`src/rtl/scalar_mult_controller_if.sv`:
```
// Bus between the scalar multiplication sequencer and its point doubling / addition units.
// The controller also forwards the latched field prime and curve coefficient.
interface scalar_mult_controller_if #(
  parameter int unsigned N = 10
);
  logic [N-1:0] p;
  logic [N-1:0] a;

  logic         dbl_reset;
  logic [N-1:0] dbl_x;
  logic [N-1:0] dbl_y;
  logic [N-1:0] dbl_x3;
  logic [N-1:0] dbl_y3;
  logic         dbl_result;
  logic         dbl_infinity;

  logic         add_reset;
  logic [N-1:0] add_x1;
  logic [N-1:0] add_y1;
  logic [N-1:0] add_x2;
  logic [N-1:0] add_y2;
  logic [N-1:0] add_x3;
  logic [N-1:0] add_y3;
  logic         add_result;
  logic         add_infinity;

  modport master (
    output p, a,
    output dbl_reset, dbl_x, dbl_y,
    input  dbl_x3, dbl_y3, dbl_result, dbl_infinity,
    output add_reset, add_x1, add_y1, add_x2, add_y2,
    input  add_x3, add_y3, add_result, add_infinity
  );

  modport slave (
    input  p, a,
    input  dbl_reset, dbl_x, dbl_y,
    output dbl_x3, dbl_y3, dbl_result, dbl_infinity,
    input  add_reset, add_x1, add_y1, add_x2, add_y2,
    output add_x3, add_y3, add_result, add_infinity
  );
endinterface

```
`src/rtl/scalar_mult_controller.sv`:
```
// Left-to-right double-and-add sequencer for Q = k*P, driving external doubler and adder units.
// Point at infinity and the Q==P case are resolved here so the units never see them.
module scalar_mult_controller #(
  parameter int unsigned N       = 10,
  parameter int unsigned Timeout = 1024
) (
  input  logic                     clk,
  input  logic                     reset,
  input  logic                     start_i,
  input  logic [N-1:0]             k_i,
  input  logic [N-1:0]             p_i,
  input  logic [N-1:0]             a_i,
  input  logic [N-1:0]             xp_i,
  input  logic [N-1:0]             yp_i,
  scalar_mult_controller_if.master unit_io,
  output logic [N-1:0]             xq_o,
  output logic [N-1:0]             yq_o,
  output logic                     q_infinity_o,
  output logic                     busy_o,
  output logic                     done_o,
  output logic                     err_o
);
  localparam int unsigned IW = (N > 1) ? $clog2(N) : 1;
  localparam int unsigned CW = $clog2(Timeout + 1);

  typedef enum logic [3:0] {
    StIdle, StScan, StDblGo, StDblWait, StAddChk, StAddGo, StAddWait, StNext, StDone
  } state_e;

  state_e        state_q, state_d;
  logic [N-1:0]  k_q, k_d, p_q, p_d, a_q, a_d, xp_q, xp_d, yp_q, yp_d;
  logic [IW-1:0] i_q, i_d;
  logic [N-1:0]  xq_q, xq_d, yq_q, yq_d;
  logic          qinf_q, qinf_d;
  logic          sub_q, sub_d;
  logic          err_q, err_d;
  logic [CW-1:0] cnt_q, cnt_d;
  logic [N-1:0]  dbl_x_q, dbl_x_d, dbl_y_q, dbl_y_d;
  logic [N-1:0]  add_x1_q, add_x1_d, add_y1_q, add_y1_d;
  logic [N-1:0]  add_x2_q, add_x2_d, add_y2_q, add_y2_d;

  always_comb begin
    state_d  = state_q;
    k_d      = k_q;
    p_d      = p_q;
    a_d      = a_q;
    xp_d     = xp_q;
    yp_d     = yp_q;
    i_d      = i_q;
    xq_d     = xq_q;
    yq_d     = yq_q;
    qinf_d   = qinf_q;
    sub_d    = sub_q;
    err_d    = err_q;
    cnt_d    = cnt_q;
    dbl_x_d  = dbl_x_q;
    dbl_y_d  = dbl_y_q;
    add_x1_d = add_x1_q;
    add_y1_d = add_y1_q;
    add_x2_d = add_x2_q;
    add_y2_d = add_y2_q;

    unique case (state_q)
      StIdle: begin
        if (start_i) begin
          k_d     = k_i;
          p_d     = p_i;
          a_d     = a_i;
          xp_d    = xp_i;
          yp_d    = yp_i;
          i_d     = IW'(N - 1);
          qinf_d  = 1'b1;
          sub_d   = 1'b0;
          err_d   = 1'b0;
          state_d = StScan;
        end
      end
      StScan: begin
        if (qinf_q) begin
          state_d = StAddChk;
        end else begin
          dbl_x_d = xq_q;
          dbl_y_d = yq_q;
          state_d = StDblGo;
        end
      end
      StDblGo: begin
        cnt_d   = '0;
        state_d = StDblWait;
      end
      StDblWait: begin
        if (unit_io.dbl_result || unit_io.dbl_infinity) begin
          xq_d    = unit_io.dbl_x3;
          yq_d    = unit_io.dbl_y3;
          qinf_d  = unit_io.dbl_infinity;
          state_d = sub_q ? StNext : StAddChk;
        end else if (cnt_q == CW'(Timeout - 1)) begin
          err_d   = 1'b1;
          qinf_d  = 1'b1;
          state_d = StDone;
        end else begin
          cnt_d = cnt_q + 1'b1;
        end
      end
      StAddChk: begin
        if (!k_q[i_q]) begin
          state_d = StNext;
        end else if (qinf_q) begin
          xq_d    = xp_q;
          yq_d    = yp_q;
          qinf_d  = 1'b0;
          state_d = StNext;
        end else if (xq_q == xp_q && yq_q == yp_q) begin
          // Adding P to itself is a doubling; the adder cannot handle it.
          sub_d   = 1'b1;
          dbl_x_d = xp_q;
          dbl_y_d = yp_q;
          state_d = StDblGo;
        end else begin
          add_x1_d = xq_q;
          add_y1_d = yq_q;
          add_x2_d = xp_q;
          add_y2_d = yp_q;
          state_d  = StAddGo;
        end
      end
      StAddGo: begin
        cnt_d   = '0;
        state_d = StAddWait;
      end
      StAddWait: begin
        if (unit_io.add_result || unit_io.add_infinity) begin
          xq_d    = unit_io.add_x3;
          yq_d    = unit_io.add_y3;
          qinf_d  = unit_io.add_infinity;
          state_d = StNext;
        end else if (cnt_q == CW'(Timeout - 1)) begin
          err_d   = 1'b1;
          qinf_d  = 1'b1;
          state_d = StDone;
        end else begin
          cnt_d = cnt_q + 1'b1;
        end
      end
      StNext: begin
        sub_d = 1'b0;
        if (i_q == '0) begin
          state_d = StDone;
        end else begin
          i_d     = i_q - 1'b1;
          state_d = StScan;
        end
      end
      StDone:  state_d = StIdle;
      default: state_d = StIdle;
    endcase
  end

  always_ff @(posedge clk) begin
    if (reset) begin
      state_q  <= StIdle;
      k_q      <= '0;
      p_q      <= '0;
      a_q      <= '0;
      xp_q     <= '0;
      yp_q     <= '0;
      i_q      <= '0;
      xq_q     <= '0;
      yq_q     <= '0;
      qinf_q   <= 1'b1;
      sub_q    <= 1'b0;
      err_q    <= 1'b0;
      cnt_q    <= '0;
      dbl_x_q  <= '0;
      dbl_y_q  <= '0;
      add_x1_q <= '0;
      add_y1_q <= '0;
      add_x2_q <= '0;
      add_y2_q <= '0;
    end else begin
      state_q  <= state_d;
      k_q      <= k_d;
      p_q      <= p_d;
      a_q      <= a_d;
      xp_q     <= xp_d;
      yp_q     <= yp_d;
      i_q      <= i_d;
      xq_q     <= xq_d;
      yq_q     <= yq_d;
      qinf_q   <= qinf_d;
      sub_q    <= sub_d;
      err_q    <= err_d;
      cnt_q    <= cnt_d;
      dbl_x_q  <= dbl_x_d;
      dbl_y_q  <= dbl_y_d;
      add_x1_q <= add_x1_d;
      add_y1_q <= add_y1_d;
      add_x2_q <= add_x2_d;
      add_y2_q <= add_y2_d;
    end
  end

  assign unit_io.p         = p_q;
  assign unit_io.a         = a_q;
  assign unit_io.dbl_reset = (state_q == StDblGo);
  assign unit_io.dbl_x     = dbl_x_q;
  assign unit_io.dbl_y     = dbl_y_q;
  assign unit_io.add_reset = (state_q == StAddGo);
  assign unit_io.add_x1    = add_x1_q;
  assign unit_io.add_y1    = add_y1_q;
  assign unit_io.add_x2    = add_x2_q;
  assign unit_io.add_y2    = add_y2_q;

  assign xq_o         = xq_q;
  assign yq_o         = yq_q;
  assign q_infinity_o = qinf_q;
  assign busy_o       = (state_q != StIdle) && (state_q != StDone);
  assign done_o       = (state_q == StDone);
  assign err_o        = err_q;
endmodule

```
`src/flat_wrapper.sv`:
```
// flat-port wrapper written by rule: the top's interface ports become plain ports
module scalar_mult_controller_flat 
#(
  parameter int unsigned N       = 10,
  parameter int unsigned Timeout = 1024
)
  (clk, reset, start_i, k_i, p_i, a_i, xp_i, yp_i, xq_o, yq_o, q_infinity_o, busy_o, done_o, err_o, unit_io_p, unit_io_a, unit_io_dbl_reset, unit_io_dbl_x, unit_io_dbl_y, unit_io_dbl_x3, unit_io_dbl_y3, unit_io_dbl_result, unit_io_dbl_infinity, unit_io_add_reset, unit_io_add_x1, unit_io_add_y1, unit_io_add_x2, unit_io_add_y2, unit_io_add_x3, unit_io_add_y3, unit_io_add_result, unit_io_add_infinity);
  scalar_mult_controller_if #(.N(N)) unit_io_i ();
  input  logic clk;
  input  logic reset;
  input  logic start_i;
  input  logic [N-1:0] k_i;
  input  logic [N-1:0] p_i;
  input  logic [N-1:0] a_i;
  input  logic [N-1:0] xp_i;
  input  logic [N-1:0] yp_i;
  output logic [N-1:0] xq_o;
  output logic [N-1:0] yq_o;
  output logic q_infinity_o;
  output logic busy_o;
  output logic done_o;
  output logic err_o;
  output wire logic [$bits(unit_io_i.p)-1:0] unit_io_p;
  output wire logic [$bits(unit_io_i.a)-1:0] unit_io_a;
  output wire logic [$bits(unit_io_i.dbl_reset)-1:0] unit_io_dbl_reset;
  output wire logic [$bits(unit_io_i.dbl_x)-1:0] unit_io_dbl_x;
  output wire logic [$bits(unit_io_i.dbl_y)-1:0] unit_io_dbl_y;
  input wire logic [$bits(unit_io_i.dbl_x3)-1:0] unit_io_dbl_x3;
  input wire logic [$bits(unit_io_i.dbl_y3)-1:0] unit_io_dbl_y3;
  input wire logic [$bits(unit_io_i.dbl_result)-1:0] unit_io_dbl_result;
  input wire logic [$bits(unit_io_i.dbl_infinity)-1:0] unit_io_dbl_infinity;
  output wire logic [$bits(unit_io_i.add_reset)-1:0] unit_io_add_reset;
  output wire logic [$bits(unit_io_i.add_x1)-1:0] unit_io_add_x1;
  output wire logic [$bits(unit_io_i.add_y1)-1:0] unit_io_add_y1;
  output wire logic [$bits(unit_io_i.add_x2)-1:0] unit_io_add_x2;
  output wire logic [$bits(unit_io_i.add_y2)-1:0] unit_io_add_y2;
  input wire logic [$bits(unit_io_i.add_x3)-1:0] unit_io_add_x3;
  input wire logic [$bits(unit_io_i.add_y3)-1:0] unit_io_add_y3;
  input wire logic [$bits(unit_io_i.add_result)-1:0] unit_io_add_result;
  input wire logic [$bits(unit_io_i.add_infinity)-1:0] unit_io_add_infinity;
  assign unit_io_p = unit_io_i.p;
  assign unit_io_a = unit_io_i.a;
  assign unit_io_dbl_reset = unit_io_i.dbl_reset;
  assign unit_io_dbl_x = unit_io_i.dbl_x;
  assign unit_io_dbl_y = unit_io_i.dbl_y;
  assign unit_io_i.dbl_x3 = unit_io_dbl_x3;
  assign unit_io_i.dbl_y3 = unit_io_dbl_y3;
  assign unit_io_i.dbl_result = unit_io_dbl_result;
  assign unit_io_i.dbl_infinity = unit_io_dbl_infinity;
  assign unit_io_add_reset = unit_io_i.add_reset;
  assign unit_io_add_x1 = unit_io_i.add_x1;
  assign unit_io_add_y1 = unit_io_i.add_y1;
  assign unit_io_add_x2 = unit_io_i.add_x2;
  assign unit_io_add_y2 = unit_io_i.add_y2;
  assign unit_io_i.add_x3 = unit_io_add_x3;
  assign unit_io_i.add_y3 = unit_io_add_y3;
  assign unit_io_i.add_result = unit_io_add_result;
  assign unit_io_i.add_infinity = unit_io_add_infinity;
  scalar_mult_controller #(.N(N), .Timeout(Timeout)) u_core (.clk(clk), .reset(reset), .start_i(start_i), .k_i(k_i), .p_i(p_i), .a_i(a_i), .xp_i(xp_i), .yp_i(yp_i), .unit_io(unit_io_i), .xq_o(xq_o), .yq_o(yq_o), .q_infinity_o(q_infinity_o), .busy_o(busy_o), .done_o(done_o), .err_o(err_o));
endmodule
```
`config.mk`:
```
export PLATFORM = sky130hd
export DESIGN_NAME = scalar_mult_controller_flat
export DESIGN_NICKNAME = d
export VERILOG_FILES = /design/src/rtl/scalar_mult_controller_if.sv /design/src/rtl/scalar_mult_controller.sv /design/src/flat_wrapper.sv
export SDC_FILE = /design/constraint.sdc
export NUM_CORES = 1
export LEC_CHECK = 0
export BUFFER_PORTS_ARGS = -buffer_cell sky130_fd_sc_hd__buf_2
export CORE_MARGIN = 2
export CORE_UTILIZATION = 30
export CTS_BUF_LIST = sky130_fd_sc_hd__clkbuf_8
export DETAILED_ROUTE_END_ITERATION = 10
export PLACE_DENSITY = 0.49
export SLEW_MARGIN = 20
export SYNTH_ARGS = -nofsm -noshare
export SYNTH_HDL_FRONTEND = slang
export SYNTH_SLANG_ARGS = --single-unit
```
`constraint.sdc`:
```
create_clock -name clk -period 2.7 [get_ports clk]
set_input_delay 0.135 -clock clk [delete_from_list [all_inputs] [get_ports clk]]
set_output_delay 0.135 -clock clk [all_outputs]
set_load 0.03 [all_outputs]
```
## After elaboration in Yosys (flattened, before gate mapping)

Cells that the tools add are included.
Widths: inputs -> output; s select.

- $add $sub $neg: 2
- $lt $le $gt $ge: 1
- Eq/ne operators: 23
- Multiplexer cells: 55
- Bitwise operators: 2
- Reduce and logical (&&, ||, !) cells: 24

Operator list:

| cell | number |
|---|---|
| $mux 10 | 16 |
| $pmux 10 s3 | 2 |
| $pmux 10 s2 | 2 |
| $mux 4 | 9 |
| $mux 11 | 3 |
| $pmux 11 s3 | 1 |
| $pmux 4 s8 | 1 |
| $eq 10x10->1 | 2 |
| $eq 4x3->1 const B | 4 |
| $reduce_and 5->1 | 3 |
| $mux 1 | 13 |
| $ne 2x2->1 const B | 6 |
| $reduce_bool 3->1 | 4 |
| $add 11x1->11 const B | 1 |
| $eq 11x10->1 const B | 1 |
| $ne 2x1->1 const B | 5 |
| $reduce_and 3->1 | 3 |
| $eq 4x2->1 const B | 2 |
| $logic_not 4->1 | 2 |
| $pmux 4 s2 | 1 |
| $reduce_and 4->1 | 2 |
| $reduce_bool 4->1 | 2 |
| $mux 3 | 2 |
| $pmux 1 s3 | 2 |
| 14 further kinds | 18 |

- Register bits: 152
- Input port bits: 97
- Output and inout port bits: 106
- Logic and storage cells: 126

## Depth between registers and ports, before layout

- Depth after elaboration: 6
- Mapped depth: 9
- Mapped depth without buffers: 8

## Worst setup path before layout

Ideal clock, no wire load.

- Kind: register to register
- From: reg u_core.i_q[0]
- To: reg u_core.add_y1_q[9] (netlist: u_core.unit_io.add_y1[9])
- Data arrival time: 1.924 ns
- Data required time: 2.572 ns
- Setup slack: 0.649 ns
- Stages on the path, launching flop included: 9
- Cells stage by stage: dfxtp_1 > buf_2 > mux2_1 > a222oi_1 > a21oi_1 > o211ai_1 > buf_4 > mux2i_1 > nor2_1

- Cells in the longest elaborated chain, start to end: 3

Ends and longest elaborated chain:

| element | RTL line | source |
|---|---|---|
| from (decl) | scalar_mult_controller.sv:32 | `logic [IW-1:0] i_q, i_d;` |
| from (signal assigned) | scalar_mult_controller.sv:187 | `i_q <= i_d;` |
| $bmux 1 s4 | scalar_mult_controller.sv:106 | `if (!k_q[i_q]) begin` |
| $mux 1 (implied by the code) | scalar_mult_controller.sv:106 |  |
| $reduce_and 4->1 (no line) | n/a |  |
| to (signal assigned) | scalar_mult_controller.sv:197 | `add_y1_q <= add_y1_d;` |
| to (decl) | scalar_mult_controller.sv:39 | `logic [N-1:0] add_x1_q, add_x1_d, add_y1_q, add_y1_d;` |

No other way between the ends. The select of a mux whose other input is x is not followed.
A chain may end at the register's enable or synchronous reset.

## Worst setup path in the final report

- From: reg u_core.yq_q[7] (netlist: u_core.yq_o[7])
- To: reg u_core.dbl_y_q[8] (netlist: u_core.unit_io.dbl_y[8])

- Cells in the longest elaborated chain, start to end: 4

Ends and longest elaborated chain:

| element | RTL line | source |
|---|---|---|
| from (decl) | scalar_mult_controller.sv:33 | `logic [N-1:0] xq_q, xq_d, yq_q, yq_d;` |
| from (signal assigned) | scalar_mult_controller.sv:189 | `yq_q <= yq_d;` |
| $eq 10x10->1 | scalar_mult_controller.sv:113 | `end else if (xq_q == xp_q && yq_q == yp_q) begin` |
| $logic_and 1x1->1 | scalar_mult_controller.sv:113 |  |
| $ne 2x1->1 (no line) | n/a |  |
| $reduce_and 5->1 (no line) | n/a |  |
| to (signal assigned) | scalar_mult_controller.sv:195 | `dbl_y_q <= dbl_y_d;` |
| to (decl) | scalar_mult_controller.sv:38 | `logic [N-1:0] dbl_x_q, dbl_x_d, dbl_y_q, dbl_y_d;` |

No other way between the ends.

==> results by group <==
Outcome
  • Status: complete, no violations

Floorplanning
  • Std-Cell Rows: 55
  • Die Width: 154 um
  • Die Y: 154 um
  • Core Footprint: 0.0224 sq mm
  • Starting Density: 30.2%
  • Die Area: 0.0238 sq mm
  • Top Ports: 203

Setup path
  • Critical Path Start Type: flip-flop
  • R2r setup slk: 0.18 ns
  • Worst EP required: 3.11 ns
  • Worst-path cell chain: xor2_1 > nor4_1 > nand3_1 > buf_4 > nor2_1 > o2111a_1 > buf_4 > o22a_1
  • Critical path's largest stage delay: 0.56 ns
  • Crit. End Element: flip-flop
  • Worst R2R Path Depth: 8
  • CP arrival: 2.93 ns
  • WS Path Type: reg -> reg
  • Most frequent CP cell: buf_4
  • CP max stage cell: nor4_1
  • Critical path peak fanout: 20

Synth
  • FFs w/ async S/R, synth: 0%
  • Synth top area share: 44.9%
  • Main combinational cell family by area after synthesis: simple AND/OR/NAND/NOR gates
  • Synth Instances: 814
  • Mapped Area: 0.00678 sq mm
  • Post-synth top area cell: dfxtp_1
  • Synth Area per Inst: 8.33 sq um
  • Warnings, synthesis: 0
  • Ys flop type: dfxtp_1
  • Post-Synth XOR/XNOR Area: 3.88%
  • Seq/Total Area, Yosys: 44.9%
  • Multiplexer share of the synthesized area: 9.69%
  • Mapped Nets: 913
  • Netlist cell types: 52
  • Synth Register Bits: 152
  • Synth top area cells: dfxtp_1 (45%), mux2i_1 (8.9%), nand2_1 (7.4%)
  • Post-Synth Simple-Gate Area: 21.7%
  • Post-Synth Adder-Cell Area: 0.369%
  • Compound-Gate Fraction of Synth Area: 15.2%
  • Post-synth top cells: dfxtp_1 (152), nand2_1 (133), nor2_1 (108)
  • Top-count cell post-synth: dfxtp_1
  • Post-synth EDFFs: 0

STA
  • Pins Over Slew Limit: 0
  • Final hold vios: 0
  • Finish-stage setup viols: 0
  • Fmax: 0.397 GHz
  • Tcrit/Tclk final: 93.3%
  • RSZ-0062 raised after global routing: no
  • Clk_skew: 0.0113 ns
  • Slew @ Worst Pin: 0.686 ns
  • Final min period: 2.52 ns
  • Setup_tns: 0 ns
  • Final critical-path setup slack: 0.181 ns
  • Slew headroom: 54.3%

Power
  • Leak pwr: 0.00430 uW
  • Maximum vdd drop: 0.000284 V
  • Power Dens Cells: 654 mW/mm^2

Drt
  • Number of remaining DRC errors: 0
  • Total number of vias: 6591
  • Routed Antenna Nets: 0
  • Initial drt markers: 268
  • Wire per inst: 16.9 um
  • Vias per std cell: 4.87
  • DR pass1 iterations: 7
  • Final WL: 22.8 mm

GRT
  • Antenna violations before repair: 0
  • First-pass GRT wire length: 35.7 mm
  • Largest net degree at the start of global routing: 55
  • Overall routing resource usage: 19.1%
  • Overflow after GRT: 0
  • Vias in the first global route: 6363

CTS
  • H-tree depth: 4
  • Clk sinks: 152
  • Skew-Pair Late Insertion Delay: 0.46 ns
  • Clk root buf: clkbuf_8
  • Clk slew on worst S/H paths: 0.09 ns
  • CTS tree: done
  • Clk buf depth: 2
  • CTS buffer count: 17

Final layout
  • Biggest register: u_core.cnt_q
  • # diodes: 0
  • Share of layout cells above drive strength 1: 26.5%
  • Final nets: 1155
  • Non-Filler Instances: 1354
  • Design Area, Final: 0.00917 sq mm
  • P&R area growth vs syn: 35.2%
  • Largest register FFs: 11

Placed design
  • I/O Buffers: 202
  • DP HPWL: 15.5 mm
  • Routability cong.: 0.771
  • Placed cell areas: 0.00824 sq mm
  • Placement Setup Slack: 0.230 ns
  • Placed Cells: 1271

Worst hold path
  • Min-Delay Path Depth: 4
  • HP Class: in -> reg

Job
  • Max-cap violations: 0
stage by stage:
stage / hold slack, ns / total power (uW) / utilization, %
after floorplan: 0.271 / 3520 / -
after global placement: 0.377 / 4110 / 36.7
after detailed placement: 0.382 / 4110 / 36.7
after CTS: 0.0240 / 6050 / 40.8
after global routing: 0.0388 / 6310 / 40.9
final: 0.0508 / 5990 / 40.9
final cells by class:
cell class	instances	area (sq um)
clock buffer	18	248
clock inverter	14	171
fill	2350	13300
inverter	7	26.3
multi-input combinational	591	3470
sequential	152	3040
tap	285	357
timing repair buffer	287	1850
where the power goes:
part	leakage, uW	switching, uW	internal, uW	total [uW]
Sequential	0.00123	179	2390	2560
Clock	0.000212	928	947	1870
Combinational	0.00285	987	565	1550
path summary, 6_finish.rpt:
path,from,to
worst max-delay path,u_core.yq_o[7],u_core.unit_io.dbl_y[8]
worst min-delay path,unit_io_dbl_y3[3],u_core.yq_o[3]
worst max register to register,u_core.yq_o[7],u_core.unit_io.dbl_y[8]
worst min register to register,u_core.cnt_q[10],u_core.cnt_q[10]
metal layers:
metal / vias up / track usage, % / share of wire (%) / routed length (um)
li1: 3302 / - / - / -
met2: 178 / 30.3 / 45 / 10300
met5: - / 0 / 0 / 0
met3: 23 / 3.92 / 4.8 / 1110
met1: 3088 / 26.3 / 49 / 11100
met4: 0 / 5.56 / 1.4 / 322
logic make-up after synthesis:
family	Yosys count
AOI/OAI and AO/OA	159
xor gates and xnor gates	30
adders and majority gates	2
buffers and inverters	71
DFF	152
muxes	65
and+or+nand+nor	335
what timing repair did:
| action | CTS | global route |
|---|---|---|
| hold buffers | 50 | 0 |
| endpoints found under the hold margin | 50 | 0 |
| gates resized for setup | 0 | 0 |
| endpoints found under the setup margin | 0 | 47 |
| buffers inserted | 0 | 1 |
placed cells by master (no fill, tap or decap), types with 2 or more instances in the layout:
cell type | netlist | layout
clkinv_4 | 0 | 2
mux2_2 | 4 | 4
nand3b_1 | 2 | 2
nor4_1 | 28 | 27
nand2_1 | 133 | 132
clkinv_2 | 0 | 2
o21ai_0 | 8 | 8
a211oi_1 | 4 | 4
nand3_1 | 6 | 6
nand2b_1 | 6 | 6
nor2_1 | 108 | 108
buf_4 | 4 | 30
inv_1 | 7 | 8
xnor2_1 | 7 | 7
a211o_1 | 21 | 21
inv_6 | 0 | 4
a21oi_1 | 86 | 86
buf_2 | 7 | 201
nor3_1 | 34 | 33
bufinv_16 | 0 | 3
nor3b_1 | 4 | 4
a31oi_1 | 3 | 2
mux2i_1 | 60 | 60
ha_1 | 2 | 2
or3_1 | 3 | 3
dfxtp_1 | 152 | 151
xor2_1 | 23 | 23
dlygate4sd3_1 | 0 | 50
o211ai_1 | 2 | 2
clkinvlp_4 | 0 | 2
nor2b_1 | 2 | 2
buf_12 | 0 | 6
clkbuf_8 | 0 | 18
o22a_1 | 21 | 21
worst max-delay path, delay by kind of cell (launching register included):
| family | cells | cell delay (ns) |
|---|---|---|
| AO/OA/AOI/OAI | 2 | 0.38 |
| buffers and inverters | 2 | 0.54 |
| AND/OR/NAND/NOR | 3 | 0.96 |
| flip-flops | 1 | 0.48 |
| XOR/XNOR | 1 | 0.11 |
(Power assumes the default switching activity.)
